<file path="config.mk">
export PLATFORM = sky130hd
export DESIGN_NAME = if_fetch_stage
export DESIGN_NICKNAME = d
export VERILOG_FILES = /design/src/rtl/if_fetch_stage_pkg.sv /design/src/rtl/if_redirect_buf.sv /design/src/rtl/if_fetch_stage.sv
export SDC_FILE = /design/constraint.sdc
export NUM_CORES = 1
export LEC_CHECK = 0
export CAP_MARGIN = 10
export CORE_ASPECT_RATIO = 2
export CORE_MARGIN = 2
export CORE_UTILIZATION = 45
export DETAILED_ROUTE_END_ITERATION = 12
export PLACE_DENSITY = 0.78
export SETUP_SLACK_MARGIN = 0.02
export SLEW_MARGIN = 40
export SYNTH_ARGS = -nofsm -noshare
export SYNTH_HDL_FRONTEND = slang
export SYNTH_SLANG_ARGS = --single-unit
</file>
<file path="constraint.sdc">
create_clock -name clk -period 2.35 [get_ports clk]
set_input_delay 0.3525 -clock clk [delete_from_list [all_inputs] [get_ports clk]]
set_output_delay 0.3525 -clock clk [all_outputs]
set_load 0.01 [all_outputs]
</file>
<file path="src/rtl/if_fetch_stage_pkg.sv">
`default_nettype none
// ============================================================================
//  Module   : if_fetch_stage_pkg
//  Brief    : Shared widths, stall encodings and IF state encoding for fetch.
//  Revision : 1.0  initial release
// ============================================================================
package if_fetch_stage_pkg;

    localparam int          STALL_WD     = 6;
    localparam int          BR_WD        = 33;
    localparam int          IF_TO_ID_WD  = 33;
    localparam logic        STOP         = 1'b1;
    localparam logic        NO_STOP      = 1'b0;
    localparam logic [31:0] PC_RESET_VEC = 32'hBFBF_FFFC;

    typedef enum logic [1:0] {
        IF_BOOT = 2'd0,
        IF_RUN  = 2'd1,
        IF_HOLD = 2'd2
    } if_state_e;

endpackage : if_fetch_stage_pkg
`default_nettype wire

</file>
<file path="src/rtl/if_redirect_buf.sv">
`default_nettype none
// ============================================================================
//  Module   : if_redirect_buf
//  Brief    : Holds a redirect deferred by a stall; newest live redirect wins.
//  Revision : 1.0  initial release
// ============================================================================
module if_redirect_buf (
    input  logic        clk,
    input  logic        rst,
    input  logic        load,
    input  logic        clear,
    input  logic [31:0] load_addr,
    input  logic        live_e,
    input  logic [31:0] live_addr,
    output logic        pend_v,
    output logic [31:0] pend_addr,
    output logic [31:0] sel_addr
);

    logic        r_pend_v;
    logic [31:0] r_pend_addr;

    always_ff @(posedge clk) begin
        if (!rst) begin
            r_pend_v    <= 1'b0;
            r_pend_addr <= 32'h0;
        end else if (load) begin
            r_pend_v    <= 1'b1;
            r_pend_addr <= load_addr;
        end else if (clear) begin
            r_pend_v    <= 1'b0;
        end
    end

    assign pend_v    = r_pend_v;
    assign pend_addr = r_pend_addr;
    assign sel_addr  = live_e ? live_addr : r_pend_addr;

endmodule : if_redirect_buf
`default_nettype wire

</file>
<file path="src/rtl/if_fetch_stage.sv">
`default_nettype none
// ============================================================================
//  Module   : if_fetch_stage
//  Brief    : IF stage: PC register, instruction SRAM request, deferred redirect.
//  Revision : 1.0  initial release
// ============================================================================
module if_fetch_stage
    import if_fetch_stage_pkg::*;
#(
    parameter logic [31:0] RESET_VEC = PC_RESET_VEC,
    parameter int          CNT_WD    = 32
) (
    input  logic                   clk,
    input  logic                   rst,
    input  logic [STALL_WD-1:0]    stall,
    input  logic [BR_WD-1:0]       br_bus,
    output logic [IF_TO_ID_WD-1:0] if_to_id_bus,
    output logic                   inst_sram_en,
    output logic [3:0]             inst_sram_wen,
    output logic [31:0]            inst_sram_addr,
    output logic [31:0]            inst_sram_wdata,
    output logic [CNT_WD-1:0]      fetch_cnt,
    output logic                   redirect_pending
);

    localparam logic [31:0]       c_boot_pc = RESET_VEC + 32'd4;
    localparam logic [CNT_WD-1:0] c_cnt_one = {{(CNT_WD-1){1'b0}}, 1'b1};

    if_state_e         r_state;
    if_state_e         w_state_nxt;
    logic [31:0]       r_pc;
    logic              r_ce;
    logic [CNT_WD-1:0] r_cnt;

    logic        w_stop;
    logic        w_br_e;
    logic [31:0] w_br_addr;
    logic [31:0] w_next_pc;
    logic [31:0] w_pc_nxt;
    logic        w_pc_we;
    logic        w_cnt_inc;
    logic        w_load;
    logic        w_clear;
    logic [31:0] w_fetch_addr;
    logic        w_pend_v;
    logic [31:0] w_pend_addr;
    logic [31:0] w_sel_addr;
    logic        w_stall_unused;

    assign w_stop         = (stall[0] == STOP);
    assign w_br_e         = br_bus[32];
    assign w_br_addr      = br_bus[31:0];
    assign w_next_pc      = w_br_e ? w_br_addr : (r_pc + 32'd4);
    assign w_stall_unused = ^stall[STALL_WD-1:1];

    if_redirect_buf u_redirect_buf (
        .clk       (clk),
        .rst       (rst),
        .load      (w_load),
        .clear     (w_clear),
        .load_addr (w_br_addr),
        .live_e    (w_br_e),
        .live_addr (w_br_addr),
        .pend_v    (w_pend_v),
        .pend_addr (w_pend_addr),
        .sel_addr  (w_sel_addr)
    );

    always_comb begin
        w_state_nxt  = r_state;
        w_pc_nxt     = r_pc;
        w_pc_we      = 1'b0;
        w_cnt_inc    = 1'b0;
        w_load       = 1'b0;
        w_clear      = 1'b0;
        w_fetch_addr = r_pc;
        case (r_state)
            IF_BOOT: begin
                w_state_nxt  = IF_RUN;
                w_pc_nxt     = c_boot_pc;
                w_pc_we      = 1'b1;
                w_fetch_addr = c_boot_pc;
            end
            IF_RUN: begin
                if (!w_stop) begin
                    w_pc_nxt     = w_next_pc;
                    w_pc_we      = 1'b1;
                    w_cnt_inc    = 1'b1;
                    w_fetch_addr = w_next_pc;
                end else if (w_br_e) begin
                    w_load      = 1'b1;
                    w_state_nxt = IF_HOLD;
                end
            end
            IF_HOLD: begin
                // While stalled, a newer redirect replaces the held one.
                if (w_stop) begin
                    w_load = w_br_e;
                end else begin
                    w_pc_nxt     = w_sel_addr;
                    w_pc_we      = 1'b1;
                    w_cnt_inc    = 1'b1;
                    w_clear      = 1'b1;
                    w_fetch_addr = w_sel_addr;
                    w_state_nxt  = IF_RUN;
                end
            end
            default: w_state_nxt = IF_BOOT;
        endcase
    end

    always_ff @(posedge clk) begin
        if (!rst) begin
            r_state <= IF_BOOT;
            r_pc    <= RESET_VEC;
            r_ce    <= 1'b0;
            r_cnt   <= '0;
        end else begin
            r_state <= w_state_nxt;
            if (w_pc_we)
                r_pc <= w_pc_nxt;
            if (r_state == IF_BOOT)
                r_ce <= 1'b1;
            if (w_cnt_inc)
                r_cnt <= r_cnt + c_cnt_one;
        end
    end

    assign if_to_id_bus     = {r_ce, r_pc};
    assign inst_sram_en     = r_ce;
    assign inst_sram_wen    = 4'b0000;
    assign inst_sram_addr   = w_fetch_addr;
    assign inst_sram_wdata  = 32'h0;
    assign fetch_cnt        = r_cnt;
    assign redirect_pending = w_pend_v;

endmodule : if_fetch_stage
`default_nettype wire

</file>
==> results summary <==
The portion of total power attributed to sequential cells came out at 27.5%. The register bit count reported by yosys came out at 100. The hold violation total from the final report came to 0. The clock skew came out at 0.0131 ns.

The type of the setup path with the least slack is in2out. The highest metal layer carrying signal wires in the routed design is met4. The source-to-sink clock delay at the later pin of the worst-skew pair came out at 0.36 ns. Of the total power, the share spent switching nets is 39.8%. After layout, the worst path uses 122% of the clock period. The detail-routed net length per standard cell is 23.3 um. Summed over all nets, wire length on met3 after detailed routing comes to 3.43 mm. The flow ran to the end, but the final reports show violations. Of all nets on the critical path, the largest fanout is 13.

The main flop type after synthesis is sky130_fd_sc_hd__dfxtp_1. The total DRC errors in the routed layout is 0. The worst setup margin is -0.525 ns. The number of distinct standard cells referenced by the synthesized netlist came out at 68. The Yosys step of the flow raised 0 warnings. The final wirelength is 33.2 mm. The minimum clock period is 2.87 ns. For this run, the share of the core covered by cells in the final layout is 74.4%. The placed wire-length estimate is 18.9 mm.

The part of the power in the clock network is 21.0%. The combined global-route utilization of all metal layers came out at 34.2%. The analysis attributes to cell leakage a power of 4.63 nW. The CTS clock-pin slew for the worst setup and hold paths is 0.07 ns. Using the TritonRoute via totals, the vias-per-cell ratio works out to 6.31. The initial antenna violation count is 0. Summing internal, switching and leakage power gives 0.00732 W. The congestion estimate from routability-driven global placement came to 1.01. The cell-internal power is 0.00441 W. The number of clock buffers inserted by TritonCTS came out at 9. The post-synthesis cell area is 6710 sq um. The starting DRC count in detailed routing is 977.

The power per cell area came out at 668 nW/um^2. The total overflow left after global routing is 0. After synthesis, flip-flops and latches occupy 29.8% of the total area. The row count is 63. The worst endpoint required time is 2.00 ns. The analysis attributes to net switching a power of 0.00291 W. The count of nets left with antenna violations once routing finished came out at 0. Once the floorplan was initialized, standard cells occupied 45.5% of the core. The share of post-route cells with drive strength above 1 came out at 35.2%. No sink is reached through more buffers than the 2 on the longest clock path.

The highest clock rate came out at 348 MHz. The relative area change from synthesis to final layout is 63.4%. The post-synthesis average cell area is 7.35 sq um. The final layout net count is 1,271. The number of antenna repair diodes came out at 0. The first-pass iteration count of the detailed router is 6.

The endpoint type of the worst setup path is an output port. For the pin with the worst max-slew slack, the measured transition is 0.728 ns. The max-cap check violation count came out at 0.

The worst hold path belongs to the class in2reg. The synthesized design contains 0 enable-type register cells. The async set or reset register ratio after synthesis came out at 0%.

STA classifies the critical path startpoint as a primary input. The number of buffers added on ports came out at 134. The count of pins over their slew limit came out at 0. The total number of H-tree levels is 3. The part of the total power dissipated in combinational logic is 51.5%. Across the VDD grid, the largest voltage drop is 0.507 mV. The largest net degree at the start of global routing is 48.

The final reports fail on negative setup slack. The floorplan die area came out at 16,000 sq um. The total number of vias is 8,982.

The clock sink count is 100. Setup violations remaining at the end of the flow were counted as 34. The TritonCTS clock tree is built. Data on the critical path arrives at its endpoint at 2.52 ns.

The library cell used as clock root buffer is sky130_fd_sc_hd__clkbuf_16. Detailed routing placed a total of 15.4 mm of wire on met2. The core area is 14,700 sq um. After detailed routing, the wire length on met1 is 10.2 mm. The first-pass GRT wire length came out at 42.9 mm. The worst hold slack came out at 0.430 ns. The via count of the first global-routing pass is 8,176. 176 I/O pins were placed. The floorplan die height came out at 177 um. Setup repair after global routing could not meet its margin everywhere.

In the final timing run, aggregate negative setup slack is -9.80 ns. The relative slew slack came out at 51.3%. The cell count after synthesis came out at 913. The horizontal die dimension is 90.4 um.
-- flip-flops by register name, summed over array words and instances, names as in the netlist --
signal	flops
inst_sram_en	1
r_pc	32
r_state	2
u_redirect_buf.pend_addr	32
fetch_cnt	32
u_redirect_buf.pend_v	1
-- metrics by stage --
step	cell area (sq um)	worst slack (ns)	cells
6_report	11000	-0.525	1424
5_1_grt	11000	-0.516	1424
4_1_cts	10200	-0.436	1394
3_5_place_dp	9240	-0.437	1335
3_3_place_gp	9240	-0.433	1335
2_1_floorplan	6910	0.0272	948
-- power by group through the flow --
stage,registers (W),clock network [W],logic (W)
floorplan,0.00211,0,0.00124
global placement,0.00200,0,0.00277
detailed placement,0.00201,0,0.00279
CTS,0.00198,0.00154,0.00310
global route,0.00203,0.00160,0.00390
finish,0.00201,0.00154,0.00377
-- worst max-delay path: stages --
cell,delay (ns)
sky130_fd_sc_hd__buf_2,0.15
sky130_fd_sc_hd__buf_4,0.21
sky130_fd_sc_hd__buf_4,0.21
sky130_fd_sc_hd__nor2_1,0.59
sky130_fd_sc_hd__buf_4,0.25
sky130_fd_sc_hd__o41ai_4,0.09
sky130_fd_sc_hd__nor2b_4,0.15
sky130_fd_sc_hd__a2111oi_4,0.30
sky130_fd_sc_hd__buf_2,0.20
-- layout make-up --
cell class | count | area (sq um)
Tap cell | 195 | 244
Sequential cell | 100 | 2030
Inverter | 25 | 96.3
Fill cell | 998 | 3770
Clock inverter | 6 | 65.1
Clock buffer | 10 | 229
Multi-Input combinational cell | 713 | 5000
Timing Repair Buffer | 375 | 3300
-- cell usage after synthesis (all sizes together) (9+ instances only) --
master	number	area, sq um
nor2b	11	68.8
and2	30	188
and4	9	78.8
nand2	154	578
nand3	26	130
a21boi	40	300
clkbuf	67	254
dfxtp	100	2000
xor2	21	184
o21ai	53	265
buf	44	307
a22oi	11	82.6
a21oi	41	205
nor2	41	154
nand4	13	96.3
xnor2	9	78.8
nor4	20	125
a31oi	14	87.6
and3	10	62.6
nand2b	9	56.3
nor3	27	135
inv	25	93.8
mux2i	9	90.1
-- timing repair --
action / CTS / global route
cloned: 2 / 3
resized for setup: 249 / 104
buffers inserted: 41 / 35
pin swaps: 39 / 46
hold buffers: 0 / 0
setup endpoints to repair: 32 / 53
-- cell families after synthesis --
logic type      after synthesis  synth area share, %
compound gates              244                 24.7
xor+xnor                     30                 3.92
fa+ha+maj                     6                 1.12
buf+inv                     136                 9.75
flops                       100                 29.8
mux                          14                 2.18
other cells                   1               0.0559
simple gates                382                 28.4
-- final timing paths --
kind                                                   start                            to  slack (ns)  depth (start not counted)
worst min register to register  u_redirect_buf.pend_addr[31]  u_redirect_buf.pend_addr[31]        0.47                          2
worst max-delay path                              br_bus[32]            inst_sram_addr[21]       -0.52                          9
worst min-delay path                                     rst                      r_pc[12]        0.43                          2
worst max register to register                      r_pc[13]                      r_pc[23]       -0.19                         11
-- cells in the final DEF (no fill, tap or decap), drive strengths merged, types with 6 or more instances in the layout --
| master | count |
|---|---|
| buf | 273 |
| clkbuf | 13 |
| nor2b | 11 |
| a221o | 7 |
| dfxtp | 100 |
| conb | 36 |
| nand3 | 26 |
| a22oi | 11 |
| nand2 | 154 |
| nand4 | 13 |
| xor2 | 21 |
| o2111ai | 6 |
| nor3 | 27 |
| nor2 | 41 |
| o211ai | 7 |
| or2 | 7 |
| nor4 | 20 |
| clkdlybuf4s50 | 99 |
| inv | 25 |
| o21a | 7 |
| and4 | 9 |
| o21ai | 53 |
| mux2i | 9 |
| or3 | 6 |
| nand2b | 9 |
| nand3b | 6 |
| a31oi | 14 |
| a21boi | 40 |
| a221oi | 6 |
| and2 | 30 |
| ha | 6 |
| a21oi | 41 |
| and3 | 10 |
| xnor2 | 9 |
-- routing by layer --
| metal | vias up | track usage (%) |
|---|---|---|
| met4 | 0 | 29.9 |
| met1 | 4093 | 33.3 |
| met2 | 760 | 62.0 |
| met3 | 331 | 4.98 |
| li1 | 3798 | - |
| met5 | - | 0 |
Note: power is estimated with default switching activity, not from simulation.
